`config.mk`:
```
export PLATFORM = sky130hd
export DESIGN_NAME = apb_cordic_regs_flat
export DESIGN_NICKNAME = d
export VERILOG_FILES = /design/src/rtl/apb_cordic_regs_pkg.sv /design/src/rtl/apb_cordic_regs_if.sv /design/src/rtl/apb_cordic_invtan_rf.sv /design/src/rtl/apb_cordic_regs.sv /design/src/flat_wrapper.sv
export SDC_FILE = /design/constraint.sdc
export NUM_CORES = 2
export LEC_CHECK = 0
export CAP_MARGIN = 10
export CORE_AREA = 8 8 588 590
export CTS_BUF_LIST = sky130_fd_sc_hd__clkbuf_8
export DETAILED_ROUTE_END_ITERATION = 10
export DIE_AREA = 0 0 596 598
export SLEW_MARGIN = 25
export SYNTH_ARGS = -nofsm -noshare
export SYNTH_HDL_FRONTEND = slang
export SYNTH_SLANG_ARGS = --single-unit
```
`constraint.sdc`:
```
create_clock -name clk -period 5.8 [get_ports clk]
set_clock_uncertainty 0.1 [all_clocks]
set_input_delay 1.16 -clock clk [delete_from_list [all_inputs] [get_ports clk]]
set_output_delay 1.16 -clock clk [all_outputs]
set_load 0.02 [all_outputs]
```
`src/rtl/apb_cordic_regs_pkg.sv`:
```
// Shared definitions for the CORDIC APB register block: function codes,
// FSM states, register byte offsets and bit positions.
package apb_cordic_regs_pkg;

  typedef enum logic [2:0] {
    FUNC_SINCOS  = 3'd0,
    FUNC_INVTAN  = 3'd1,
    FUNC_VECROT  = 3'd2,
    FUNC_SVD     = 3'd3,
    FUNC_GEN_VEC = 3'd4
  } cordic_func_e;

  typedef enum logic {
    S_IDLE = 1'b0,
    S_BUSY = 1'b1
  } ctrl_state_e;

  localparam logic [11:0] OFF_CTRL      = 12'h000;
  localparam logic [11:0] OFF_STATUS    = 12'h004;
  localparam logic [11:0] OFF_A         = 12'h008;
  localparam logic [11:0] OFF_B         = 12'h00C;
  localparam logic [11:0] OFF_C         = 12'h010;
  localparam logic [11:0] OFF_D         = 12'h014;
  localparam logic [11:0] OFF_RES1      = 12'h018;
  localparam logic [11:0] OFF_RES2      = 12'h01C;
  localparam logic [11:0] OFF_RES3      = 12'h020;
  localparam logic [11:0] OFF_RES4      = 12'h024;
  localparam logic [11:0] OFF_RES5      = 12'h028;
  localparam logic [11:0] OFF_RES6      = 12'h02C;
  localparam logic [11:0] OFF_XYFRAC    = 12'h030;
  localparam logic [11:0] OFF_PHFRAC    = 12'h034;
  localparam logic [11:0] OFF_SCALE     = 12'h038;
  localparam logic [11:0] OFF_XYONE     = 12'h03C;
  localparam logic [11:0] OFF_INVTAN_LO = 12'h080;
  localparam logic [11:0] OFF_INVTAN_HI = 12'h0FC;

  localparam int CTRL_START_BIT  = 0;
  localparam int CTRL_IRQ_EN_BIT = 8;
  localparam int STAT_BUSY_BIT   = 0;
  localparam int STAT_DONE_BIT   = 1;
  localparam int STAT_ERR_BIT    = 2;

  function automatic logic [31:0] zext5(input logic [4:0] v);
    return {27'd0, v};
  endfunction

endpackage

```
`src/rtl/apb_cordic_regs_if.sv`:
```
// APB3 completer-side bus bundle for the CORDIC register block.
interface apb_cordic_regs_if #(
  parameter int ADDR_W = 12
);
  logic              psel;
  logic              penable;
  logic              pwrite;
  logic [ADDR_W-1:0] paddr;
  logic [31:0]       pwdata;
  logic [31:0]       prdata;
  logic              pready;
  logic              pslverr;

  modport master (output psel, penable, pwrite, paddr, pwdata,
                  input  prdata, pready, pslverr);
  modport slave  (input  psel, penable, pwrite, paddr, pwdata,
                  output prdata, pready, pslverr);
endinterface

```
`src/rtl/apb_cordic_invtan_rf.sv`:
```
// 32x32 arctan table: single write port, one indexed read port and a
// flattened view that feeds both CORDIC engines.
module apb_cordic_invtan_rf (
  input  logic          clk,
  input  logic          rst_n,
  input  logic          we,
  input  logic [4:0]    idx,
  input  logic [31:0]   wdata,
  output logic [31:0]   rdata,
  output logic [1023:0] flat
);

  logic [31:0] mem_q [32];
  logic [31:0] mem_d [32];

  always_comb begin
    mem_d = mem_q;
    if (we) mem_d[idx] = wdata;
  end

  always_ff @(posedge clk or negedge rst_n) begin
    if (!rst_n) begin
      for (int k = 0; k < 32; k++) mem_q[k] <= 32'd0;
    end else begin
      mem_q <= mem_d;
    end
  end

  assign rdata = mem_q[idx];

  for (genvar g = 0; g < 32; g++) begin : g_flat
    assign flat[32*g +: 32] = mem_q[g];
  end

endmodule

```
`src/rtl/apb_cordic_regs.sv`:
```
// APB3 register file in front of the CORDIC control FSM: operands, config,
// arctan table, start/done handshake and a level interrupt.
module apb_cordic_regs
  import apb_cordic_regs_pkg::*;
#(
  parameter int          ADDR_W     = 12,
  parameter logic [31:0] RST_XYONE  = 32'h0100_0000,
  parameter logic [4:0]  RST_XYFRAC = 5'd24,
  parameter logic [4:0]  RST_PHFRAC = 5'd29
) (
  input  logic            clk,
  input  logic            rst_n,
  apb_cordic_regs_if.slave apb,
  output logic            irq,
  output logic            cordic_start,
  output logic [2:0]      cordic_func,
  output logic [31:0]     a,
  output logic [31:0]     b,
  output logic [31:0]     c,
  output logic [31:0]     d,
  input  logic            write_op,
  input  logic [31:0]     out1,
  input  logic [31:0]     out2,
  input  logic [31:0]     out3,
  input  logic [31:0]     out4,
  input  logic [31:0]     out5,
  input  logic [31:0]     out6,
  output logic [4:0]      XYFRACBASE,
  output logic [4:0]      PHASEFRACBASE,
  output logic [31:0]     SCALE_FACTOR,
  output logic [31:0]     XYBASEONE,
  output logic [1023:0]   INVTAN
);

  ctrl_state_e state_q, state_d;
  logic [2:0]  func_q, func_d, cfunc_q, cfunc_d;
  logic        irq_en_q, irq_en_d, done_q, done_d, err_q, err_d, start_q, start_d;
  logic [31:0] opnd_q [4];
  logic [31:0] opnd_d [4];
  logic [31:0] res_q [6];
  logic [31:0] res_d [6];
  logic [31:0] out_s [6];
  logic [4:0]  xyfrac_q, xyfrac_d, phfrac_q, phfrac_d;
  logic [31:0] scale_q, scale_d, xyone_q, xyone_d;

  logic [ADDR_W-1:0] addr_s;
  logic        access_s, hit_s, ro_s, locked_s, inv_hit_s, start_req_s, err_s, wr_ok_s;
  logic [31:0] rdata_s, inv_rdata_s;
  logic        unused_s;

  assign addr_s      = {apb.paddr[ADDR_W-1:2], 2'b00};
  assign unused_s    = ^apb.paddr[1:0];
  assign out_s       = '{out1, out2, out3, out4, out5, out6};
  assign access_s    = apb.psel & apb.penable;
  assign inv_hit_s   = (addr_s >= ADDR_W'(OFF_INVTAN_LO)) && (addr_s <= ADDR_W'(OFF_INVTAN_HI));
  assign start_req_s = access_s & apb.pwrite & (addr_s == ADDR_W'(OFF_CTRL)) & apb.pwdata[CTRL_START_BIT];

  // Address decode: hit/attribute flags and the read value of the addressed register
  always_comb begin
    hit_s    = 1'b0;
    ro_s     = 1'b0;
    locked_s = 1'b0;
    rdata_s  = 32'd0;
    if (inv_hit_s) begin
      hit_s    = 1'b1;
      locked_s = 1'b1;
      rdata_s  = inv_rdata_s;
    end else begin
      case (addr_s)
        ADDR_W'(OFF_CTRL):   begin hit_s = 1'b1; rdata_s = {23'd0, irq_en_q, 1'b0, func_q, 4'd0}; end
        ADDR_W'(OFF_STATUS): begin
          hit_s                  = 1'b1;
          rdata_s[STAT_BUSY_BIT] = (state_q == S_BUSY);
          rdata_s[STAT_DONE_BIT] = done_q;
          rdata_s[STAT_ERR_BIT]  = err_q;
        end
        ADDR_W'(OFF_A):      begin hit_s = 1'b1; locked_s = 1'b1; rdata_s = opnd_q[0]; end
        ADDR_W'(OFF_B):      begin hit_s = 1'b1; locked_s = 1'b1; rdata_s = opnd_q[1]; end
        ADDR_W'(OFF_C):      begin hit_s = 1'b1; locked_s = 1'b1; rdata_s = opnd_q[2]; end
        ADDR_W'(OFF_D):      begin hit_s = 1'b1; locked_s = 1'b1; rdata_s = opnd_q[3]; end
        ADDR_W'(OFF_RES1):   begin hit_s = 1'b1; ro_s = 1'b1; rdata_s = res_q[0]; end
        ADDR_W'(OFF_RES2):   begin hit_s = 1'b1; ro_s = 1'b1; rdata_s = res_q[1]; end
        ADDR_W'(OFF_RES3):   begin hit_s = 1'b1; ro_s = 1'b1; rdata_s = res_q[2]; end
        ADDR_W'(OFF_RES4):   begin hit_s = 1'b1; ro_s = 1'b1; rdata_s = res_q[3]; end
        ADDR_W'(OFF_RES5):   begin hit_s = 1'b1; ro_s = 1'b1; rdata_s = res_q[4]; end
        ADDR_W'(OFF_RES6):   begin hit_s = 1'b1; ro_s = 1'b1; rdata_s = res_q[5]; end
        ADDR_W'(OFF_XYFRAC): begin hit_s = 1'b1; locked_s = 1'b1; rdata_s = zext5(xyfrac_q); end
        ADDR_W'(OFF_PHFRAC): begin hit_s = 1'b1; locked_s = 1'b1; rdata_s = zext5(phfrac_q); end
        ADDR_W'(OFF_SCALE):  begin hit_s = 1'b1; locked_s = 1'b1; rdata_s = scale_q; end
        ADDR_W'(OFF_XYONE):  begin hit_s = 1'b1; locked_s = 1'b1; rdata_s = xyone_q; end
        default:             hit_s = 1'b0;
      endcase
    end
  end

  // Errored writes (unmapped, read-only, locked while busy, restart while busy) commit nothing
  assign err_s = access_s & (~hit_s | (apb.pwrite & ro_s) |
                             (apb.pwrite & locked_s & (state_q == S_BUSY)) |
                             (start_req_s & (state_q == S_BUSY)));
  assign wr_ok_s = access_s & apb.pwrite & ~err_s;

  assign apb.prdata  = (!apb.pwrite && hit_s) ? rdata_s : 32'd0;
  assign apb.pslverr = err_s;
  assign apb.pready  = 1'b1;

  // Next-state: register writes, start/done handshake; result capture and flag sets win over W1C
  always_comb begin
    state_d  = state_q;
    func_d   = func_q;
    irq_en_d = irq_en_q;
    cfunc_d  = cfunc_q;
    done_d   = done_q;
    err_d    = err_q;
    start_d  = 1'b0;
    opnd_d   = opnd_q;
    res_d    = res_q;
    xyfrac_d = xyfrac_q;
    phfrac_d = phfrac_q;
    scale_d  = scale_q;
    xyone_d  = xyone_q;
    if (wr_ok_s && !inv_hit_s) begin
      case (addr_s)
        ADDR_W'(OFF_CTRL): begin
          func_d   = apb.pwdata[6:4];
          irq_en_d = apb.pwdata[CTRL_IRQ_EN_BIT];
          if (apb.pwdata[CTRL_START_BIT]) begin
            state_d = S_BUSY;
            start_d = 1'b1;
            cfunc_d = apb.pwdata[6:4];
          end
        end
        ADDR_W'(OFF_STATUS): begin
          if (apb.pwdata[STAT_DONE_BIT]) done_d = 1'b0;
          if (apb.pwdata[STAT_ERR_BIT])  err_d  = 1'b0;
        end
        ADDR_W'(OFF_A):      opnd_d[0] = apb.pwdata;
        ADDR_W'(OFF_B):      opnd_d[1] = apb.pwdata;
        ADDR_W'(OFF_C):      opnd_d[2] = apb.pwdata;
        ADDR_W'(OFF_D):      opnd_d[3] = apb.pwdata;
        ADDR_W'(OFF_XYFRAC): xyfrac_d  = apb.pwdata[4:0];
        ADDR_W'(OFF_PHFRAC): phfrac_d  = apb.pwdata[4:0];
        ADDR_W'(OFF_SCALE):  scale_d   = apb.pwdata;
        ADDR_W'(OFF_XYONE):  xyone_d   = apb.pwdata;
        default:             start_d   = 1'b0;
      endcase
    end
    if (start_req_s && state_q == S_BUSY) err_d = 1'b1;
    if (state_q == S_BUSY && write_op) begin
      state_d = S_IDLE;
      done_d  = 1'b1;
      res_d   = out_s;
    end
  end

  // State and register flops
  always_ff @(posedge clk or negedge rst_n) begin
    if (!rst_n) begin
      state_q  <= S_IDLE;
      func_q   <= 3'd0;
      irq_en_q <= 1'b0;
      cfunc_q  <= 3'd0;
      done_q   <= 1'b0;
      err_q    <= 1'b0;
      start_q  <= 1'b0;
      for (int k = 0; k < 4; k++) opnd_q[k] <= 32'd0;
      for (int k = 0; k < 6; k++) res_q[k]  <= 32'd0;
      xyfrac_q <= RST_XYFRAC;
      phfrac_q <= RST_PHFRAC;
      scale_q  <= 32'd0;
      xyone_q  <= RST_XYONE;
    end else begin
      state_q  <= state_d;
      func_q   <= func_d;
      irq_en_q <= irq_en_d;
      cfunc_q  <= cfunc_d;
      done_q   <= done_d;
      err_q    <= err_d;
      start_q  <= start_d;
      opnd_q   <= opnd_d;
      res_q    <= res_d;
      xyfrac_q <= xyfrac_d;
      phfrac_q <= phfrac_d;
      scale_q  <= scale_d;
      xyone_q  <= xyone_d;
    end
  end

  apb_cordic_invtan_rf u_invtan (
    .clk   (clk),
    .rst_n (rst_n),
    .we    (wr_ok_s & inv_hit_s),
    .idx   (addr_s[6:2]),
    .wdata (apb.pwdata),
    .rdata (inv_rdata_s),
    .flat  (INVTAN)
  );

  assign irq           = done_q & irq_en_q;
  assign cordic_start  = start_q;
  assign cordic_func   = cfunc_q;
  assign a             = opnd_q[0];
  assign b             = opnd_q[1];
  assign c             = opnd_q[2];
  assign d             = opnd_q[3];
  assign XYFRACBASE    = xyfrac_q;
  assign PHASEFRACBASE = phfrac_q;
  assign SCALE_FACTOR  = scale_q;
  assign XYBASEONE     = xyone_q;

endmodule

```
`src/flat_wrapper.sv`:
```
// flat-port wrapper written by rule: the top's interface ports become plain ports
module apb_cordic_regs_flat import apb_cordic_regs_pkg::*;
#(
  parameter int          ADDR_W     = 12,
  parameter logic [31:0] RST_XYONE  = 32'h0100_0000,
  parameter logic [4:0]  RST_XYFRAC = 5'd24,
  parameter logic [4:0]  RST_PHFRAC = 5'd29
)
  (clk, rst_n, irq, cordic_start, cordic_func, a, b, c, d, write_op, out1, out2, out3, out4, out5, out6, XYFRACBASE, PHASEFRACBASE, SCALE_FACTOR, XYBASEONE, INVTAN, apb_psel, apb_penable, apb_pwrite, apb_paddr, apb_pwdata, apb_prdata, apb_pready, apb_pslverr);
  apb_cordic_regs_if #(.ADDR_W(ADDR_W)) apb_i ();
  input  logic clk;
  input  logic rst_n;
  output logic irq;
  output logic cordic_start;
  output logic [2:0] cordic_func;
  output logic [31:0] a;
  output logic [31:0] b;
  output logic [31:0] c;
  output logic [31:0] d;
  input  logic write_op;
  input  logic [31:0] out1;
  input  logic [31:0] out2;
  input  logic [31:0] out3;
  input  logic [31:0] out4;
  input  logic [31:0] out5;
  input  logic [31:0] out6;
  output logic [4:0] XYFRACBASE;
  output logic [4:0] PHASEFRACBASE;
  output logic [31:0] SCALE_FACTOR;
  output logic [31:0] XYBASEONE;
  output logic [1023:0] INVTAN;
  input wire logic [$bits(apb_i.psel)-1:0] apb_psel;
  input wire logic [$bits(apb_i.penable)-1:0] apb_penable;
  input wire logic [$bits(apb_i.pwrite)-1:0] apb_pwrite;
  input wire logic [$bits(apb_i.paddr)-1:0] apb_paddr;
  input wire logic [$bits(apb_i.pwdata)-1:0] apb_pwdata;
  output wire logic [$bits(apb_i.prdata)-1:0] apb_prdata;
  output wire logic [$bits(apb_i.pready)-1:0] apb_pready;
  output wire logic [$bits(apb_i.pslverr)-1:0] apb_pslverr;
  assign apb_i.psel = apb_psel;
  assign apb_i.penable = apb_penable;
  assign apb_i.pwrite = apb_pwrite;
  assign apb_i.paddr = apb_paddr;
  assign apb_i.pwdata = apb_pwdata;
  assign apb_prdata = apb_i.prdata;
  assign apb_pready = apb_i.pready;
  assign apb_pslverr = apb_i.pslverr;
  apb_cordic_regs #(.ADDR_W(ADDR_W), .RST_XYONE(RST_XYONE), .RST_XYFRAC(RST_XYFRAC), .RST_PHFRAC(RST_PHFRAC)) u_core (.clk(clk), .rst_n(rst_n), .apb(apb_i), .irq(irq), .cordic_start(cordic_start), .cordic_func(cordic_func), .a(a), .b(b), .c(c), .d(d), .write_op(write_op), .out1(out1), .out2(out2), .out3(out3), .out4(out4), .out5(out5), .out6(out6), .XYFRACBASE(XYFRACBASE), .PHASEFRACBASE(PHASEFRACBASE), .SCALE_FACTOR(SCALE_FACTOR), .XYBASEONE(XYBASEONE), .INVTAN(INVTAN));
endmodule
```
After elaboration in Yosys (flattened, before gate mapping) --
Cells that the tools add are included.
Storage, ports and cells: bits in registers 1429, bits in latches 0, RAM bits 0, bits in read-only memories 0, input bits 242, memories kept 0
Operators by class: add/sub/neg operators 0, $mul 0, div/mod/pow operators 0, order comparisons 4, equality and inequality tests 15, shifts and indexed selects 0, muxes and demuxes 31, bitwise gates (word level) 18, reduce and logical (&&, ||, !) cells 33
Operator list (number):
- 1024-bit bitwise mux | 1
- 29-bit one-hot mux with 15 select lines | 1
- 32-bit binary-select mux with 5-bit select | 1
- 32-bit demux with 5-bit select | 1
- 32-bit 2-to-1 mux | 5
- 10-bit by 4-bit equality test with 1-bit output (second input constant) | 8
- 3-bit one-hot mux with 15 select lines | 1
- 10-bit by 3-bit equality test with 1-bit output (second input constant) | 4
- 1-bit 2-to-1 mux | 21
- 10-bit by 2-bit equality test with 1-bit output (second input constant) | 2
- 2-bit AND reduction | 9
- 2-bit nonzero test | 8
- 16-bit OR reduction | 1
- 1-bit bitwise AND | 12
- 12-bit by 8-bit >= comparator with 1-bit output (second input constant) | 1
- 12-bit by 8-bit less-or-equal comparator with 1-bit output (second input constant) | 1
- 12-bit zero test | 1
- 3-bit AND reduction | 4
- 10-bit by 1-bit equality test with 1-bit output (second input constant) | 1
- 8-bit OR reduction | 1
- 6-bit >= comparator (second input constant) | 1
- 1-bit logical AND | 6
- 6-bit by 1-bit less-than comparator with 1-bit output (second input constant) | 1
- 5-bit NOT with 6-bit output | 1
- other kinds (4) | 8

Longest topological paths before layout --
depth after elaboration 14, mapped depth 11, depth with buffers taken out 6

Modules after synthesis --
From an unflattened synthesis, not the netlist that was laid out.
Second synthesis, totals: cells, all modules 4727, area, all modules 65330.2 um2
Modules (own cells, without submodules):
- apb_cordic_invtan_rf | times used 1, cells an instance 3295, area an instance 46390.7 um2, seq. area each 25624.6 um2
- apb_cordic_regs | times used 1, cells an instance 1432, area an instance 18939.4 um2, seq. area each 10143.5 um2

Worst setup path before layout --
OpenSTA, ideal clock, no wires.
kind in2out, start point input apb_paddr[4], end point output apb_prdata[2], data arrival time 3.223 ns, path slack 1.317 ns, stages 8, buffers on the path 2, cells stage by stage buf_2 -> or4_1 -> nor2_2 -> buf_2 -> a22oi_1 -> o21ai_0 -> a21oi_1 -> a211oi_1
On the way: word-level cells in the longest chain between the ends 6, elaborated cells on any way between the ends 30, those cells by class 2 x order compare; 15 x eq/ne; 8 x mux; 1 x bitwise; 4 x reduce/logical
RTL lines:
- start: declaration | RTL line flat_wrapper.sv:35 | input wire logic [$bits(apb_i.paddr)-1:0] apb_paddr;
- 5-bit NOT with 6-bit output (implied by the code) (tied with other cells) | RTL line apb_cordic_invtan_rf.sv:29 | assign rdata = mem_q[idx];
- 32-bit binary-select mux with 5-bit select / 16-bit OR reduction (equally long branches)
- 32-bit 2-to-1 mux (implied by the code) / 1-bit 2-to-1 mux (equally long branches) | RTL line apb_cordic_invtan_rf.sv:29, apb_cordic_regs.sv:69
- 32-bit 2-to-1 mux (implied by the code) / 1-bit 2-to-1 mux (equally long branches) | RTL line apb_cordic_invtan_rf.sv:29, apb_cordic_regs.sv:64
- 32-bit 2-to-1 mux / 1-bit logical AND (equally long branches) | RTL line apb_cordic_regs.sv:64, apb_cordic_regs.sv:102
- 32-bit 2-to-1 mux * | RTL line apb_cordic_regs.sv:102 | assign apb.prdata = (!apb.pwrite && hit_s) ? rdata_s : 32'd0;
- end: declaration | RTL line flat_wrapper.sv:37 | output wire logic [$bits(apb_i.prdata)-1:0] apb_prdata;
Mark *: on every way between the ends. The rest lies on a longest branch, timed or not. The select of a mux whose other input is x is not followed.

Final worst setup path --
start point input apb_paddr[8], end point output apb_prdata[2]
On the way: word-level cells in the longest chain between the ends 6, elaborated cells on any way between the ends 26, those cells by class 2 x order compare; 15 x eq/ne; 5 x mux; 4 x reduce/logical
RTL lines (RTL line):
- branches (longest 5 deep; another with 12-bit by 8-bit >= comparator with 1-bit output)
- 32-bit 2-to-1 mux * | apb_cordic_regs.sv:102
Mark *: on every way between the ends.

==> summary.txt <==
Run status
  – Outcome: finished clean

Routing
  – DRT Pass-1 Iters: 5
  – Antenna viol nets, final: 0
  – Routed len/inst: 40.0 um
  – First DRT Iteration DRCs: 4587
  – Remaining DRCs: 0
  – Average via count per standard cell: 4.76
  – Detailed-route wire length: 431000 um
  – DR vias: 51200

STA
  – Slew HR: 0.253
  – Final slew viol count: 0
  – Final WS setup: 0.102 ns
  – Final-report hold violation count: 0
  – Post-route clock period utilization: 0.982
  – Final hold slack: 0.383 ns
  – Min Tclk post-route: 5.70 ns
  – Worst Tran Pin Value: 1.12 ns
  – RSZ-0062 raised after global routing: no
  – Endpoints failing setup: 0
  – Fmax achieved: 176 MHz

Synth
  – Syn Area/Cell: 14.9 sq um
  – Fraction of registers with async set or reset after synthesis: 1.00
  – Synth area leader: dfrtp_1
  – Post-synth EDFFs: 0
  – Register area share after synthesis: 0.549
  – Synthesized area: 65100 sq um
  – Flops & latches, synth: 1429
  – Synth Instances: 4374
  – Syn Nets: 4616
  – Top-area cell type share of the netlist area: 0.547
  – Warnings, synthesis: 0
  – Synth top area cells: dfrtp_1, mux2_2, mux4_2
  – Unique masters post-synth: 63
  – Top FF cell, synth: dfrtp_1

Cells and area
  – Filler cell count: 34400
  – Share of cells above drive strength 1: 0.411
  – Synth-to-Final Area Change: 44.1%
  – Nets: 6356
  – Multi-input logic area: 27900 sq um
  – Design area: 93800 sq um
  – Area taken by flip-flops and latches: 35800 sq um

Placed design
  – GPL Wtd Cong: 0.916
  – Dpl cell area: 88000 sq um
  – Port Buf Inserts: 1503
  – DP HPWL: 335000 um
  – Setup WS pre-CTS: -0.234 ns

Floorplan
  – I/O pin count: 1507
  – Die height: 598 um
  – FP Rows: 213
  – Core area: 336000 sq um
  – Die Wd: 596 um
  – Die area: 356000 sq um
  – Initial Util: 0.194

Global routing
  – Overflow after GRT: 0
  – Gr usage total: 0.232
  – Vias in the first global route: 53900
  – Largest net degree at the start of global routing: 157
  – Initial antenna violation count: 117
  – Global-route wire length before repair: 558000 um

Worst setup path
  – Worst path required time: 4.54 ns
  – R2R setup slack: 2.85 ns
  – Most frequent CP cell: buf_4
  – CP Cell Sequence: clkdlybuf4s50_1 > or4_1 > nor2_2 > nand2_1 > buf_4 > nor3_1 > nor4_1 > a211oi_1 > buf_4 > buf_12
  – Critical Path AT: 4.44 ns
  – Crit path buffers/inverters: 4
  – Worst setup path startpoint: apb_paddr[8]
  – Startpoint types: input port
  – Reg2reg path depth: 5
  – Crit-path max FO: 5
  – R2r endpoint: u_core.u_invtan.flat[27]
  – CP Capture Point: apb_prdata[2]
  – CP max-delay cell: clkdlybuf4s50_1
  – CP Class: input port to output port
  – Worst path depth: 10
  – Reg-to-reg critical path startpoint: u_core.state_q
  – Max stage delay on crit path: 0.63 ns
  – Family with the most delay on the worst path: simple AND/OR/NAND/NOR gates
  – CP endpoint kind: output port

Run
  – Total of max-cap violations: 0

Clock network
  – CTS Sinks: 1429
  – H-tree Lvls: 5
  – CTS root buffer: clkbuf_8
  – Num CTS Buffers: 277
  – Clock tree buffer depth: 4
  – Clock latency on the worst-skew pair: 0.95 ns
  – Post-CTS Setup Bufs: 0
  – CTS tree: built
  – Worst-path clk slew: 0.06 ns

Pwr
  – Internal: 16.4 mW
  – Net Switching: 6.17 mW
  – Comb pwr share: 0.075
  – Power share of the clock group: 0.470
  – Sw Ratio: 0.273
  – Power Dens Cells: 241 nW/um^2
  – Maximum vdd drop: 0.000195 V
  – Flop pwr share: 0.455
  – P_leak: 41.5 nW
  – Tot Pwr: 22.6 mW

Min path
  – HP Class: register to register
-- placed cells by master (no fill, tap or decap), types with 43 or more instances in the layout --
cell type,n
a21oi_1,43
mux2i_1,139
a32oi_1,52
buf_12,94
mux2_2,1424
nand2_1,152
clkbuf_8,330
mux4_2,258
clkdlybuf4s50_1,1435
buf_4,316
dfrtp_1,1422
inv_1,95
a22oi_1,59
-- metrics by stage --
| stage | utilization | setup TNS, ns | cells |
|---|---|---|---|
| after floorplan | - | 0 | 4374 |
| after global placement | 0.262 | -0.261 | 10200 |
| after detailed placement | 0.262 | -0.293 | 10200 |
| after CTS | 0.279 | 0 | 10700 |
| after global routing | 0.279 | 0 | 10700 |
| final | 0.279 | 0 | 10800 |
-- power by group through the flow --
stage	Clock (mW)	Combinational, mW	Sequential, mW
after CTS	10.9	1.72	10.3
final	10.6	1.70	10.3
after detailed placement	0	1.72	10.4
after global placement	0	1.70	10.4
after global routing	11.3	1.79	10.3
after floorplan	0	0.564	10.4
-- registers in the layout (all words and copies together) (netlist names), 3 cells and up --
register	cells
u_core.d	32
u_core.XYBASEONE	32
u_core.a	32
u_core.SCALE_FACTOR	32
u_core.cordic_func	3
u_core.b	32
u_core.XYFRACBASE	5
u_core.res_q	192
u_core.c	32
u_core.PHASEFRACBASE	5
u_core.func_q	3
u_core.u_invtan.flat	1024
-- cell type report --
class	count	area share
sequential	1429	0.381
clock inverter	152	0.0115
timing repair buffer	1878	0.201
antenna	33	0.000881
inverter	3	0.000200
clock buffer	330	0.0484
multi-input combinational	2525	0.298
tap	4407	0.0588
-- worst min-delay path by stage --
stage / from / to / slack, ns / cells after the start
after floorplan: u_core.err_q / u_core.err_q / 0.35 / 2
after global placement: u_core.res_q[6] / u_core.res_q[6] / 0.39 / 1
after detailed placement: u_core.err_q / u_core.err_q / 0.37 / 2
after CTS: u_core.err_q / u_core.err_q / 0.38 / 2
after global routing: u_core.res_q[139] / u_core.res_q[139] / 0.41 / 1
final: u_core.err_q / u_core.err_q / 0.38 / 2
-- cells by family after synthesis --
kind of cell    after synthesis  share of synthesized area
simple gates                354                     0.0249
compound gates              329                     0.0368
flops                      1429                      0.549
xor+xnor                      1                   0.000135
buf+inv                     420                     0.0284
other cells                   1                  0.0000576
mux                        1840                      0.360
-- worst min-delay path: stages, from the launching register on --
cell and delay, ns:
dfrtp_1 0.34, nand2_1 0.05, o31ai_1 0.06
-- per-layer routing --
metal  vias up  GRT usage  wire length [um]
met4         6      0.104             22700
li1      19900          -                 -
met5         -          0                41
met3       764     0.0711             38200
met2      3063      0.383            203000
met1     27500      0.278            167000
-- synthesized netlist by cell type, drive strengths merged (16+ instances only) --
cell / count
a211oi: 31
a21oi: 49
nand3: 19
buf: 218
nor2: 79
nor3: 39
mux2i: 139
a32oi: 52
o21ai: 35
mux2: 1443
clkbuf: 199
o22ai: 20
a22oi: 59
nand2: 160
a22o: 16
dfrtp: 1422
mux4: 258
-- what timing repair did --
item / in CTS / in global routing
gates resized for setup: 5 / 3
endpoints found under the setup margin: 3 / 3
hold endpoints to repair: 8 / 0
hold buffers: 1 / 0
Power figures use the tool's default switching activity.
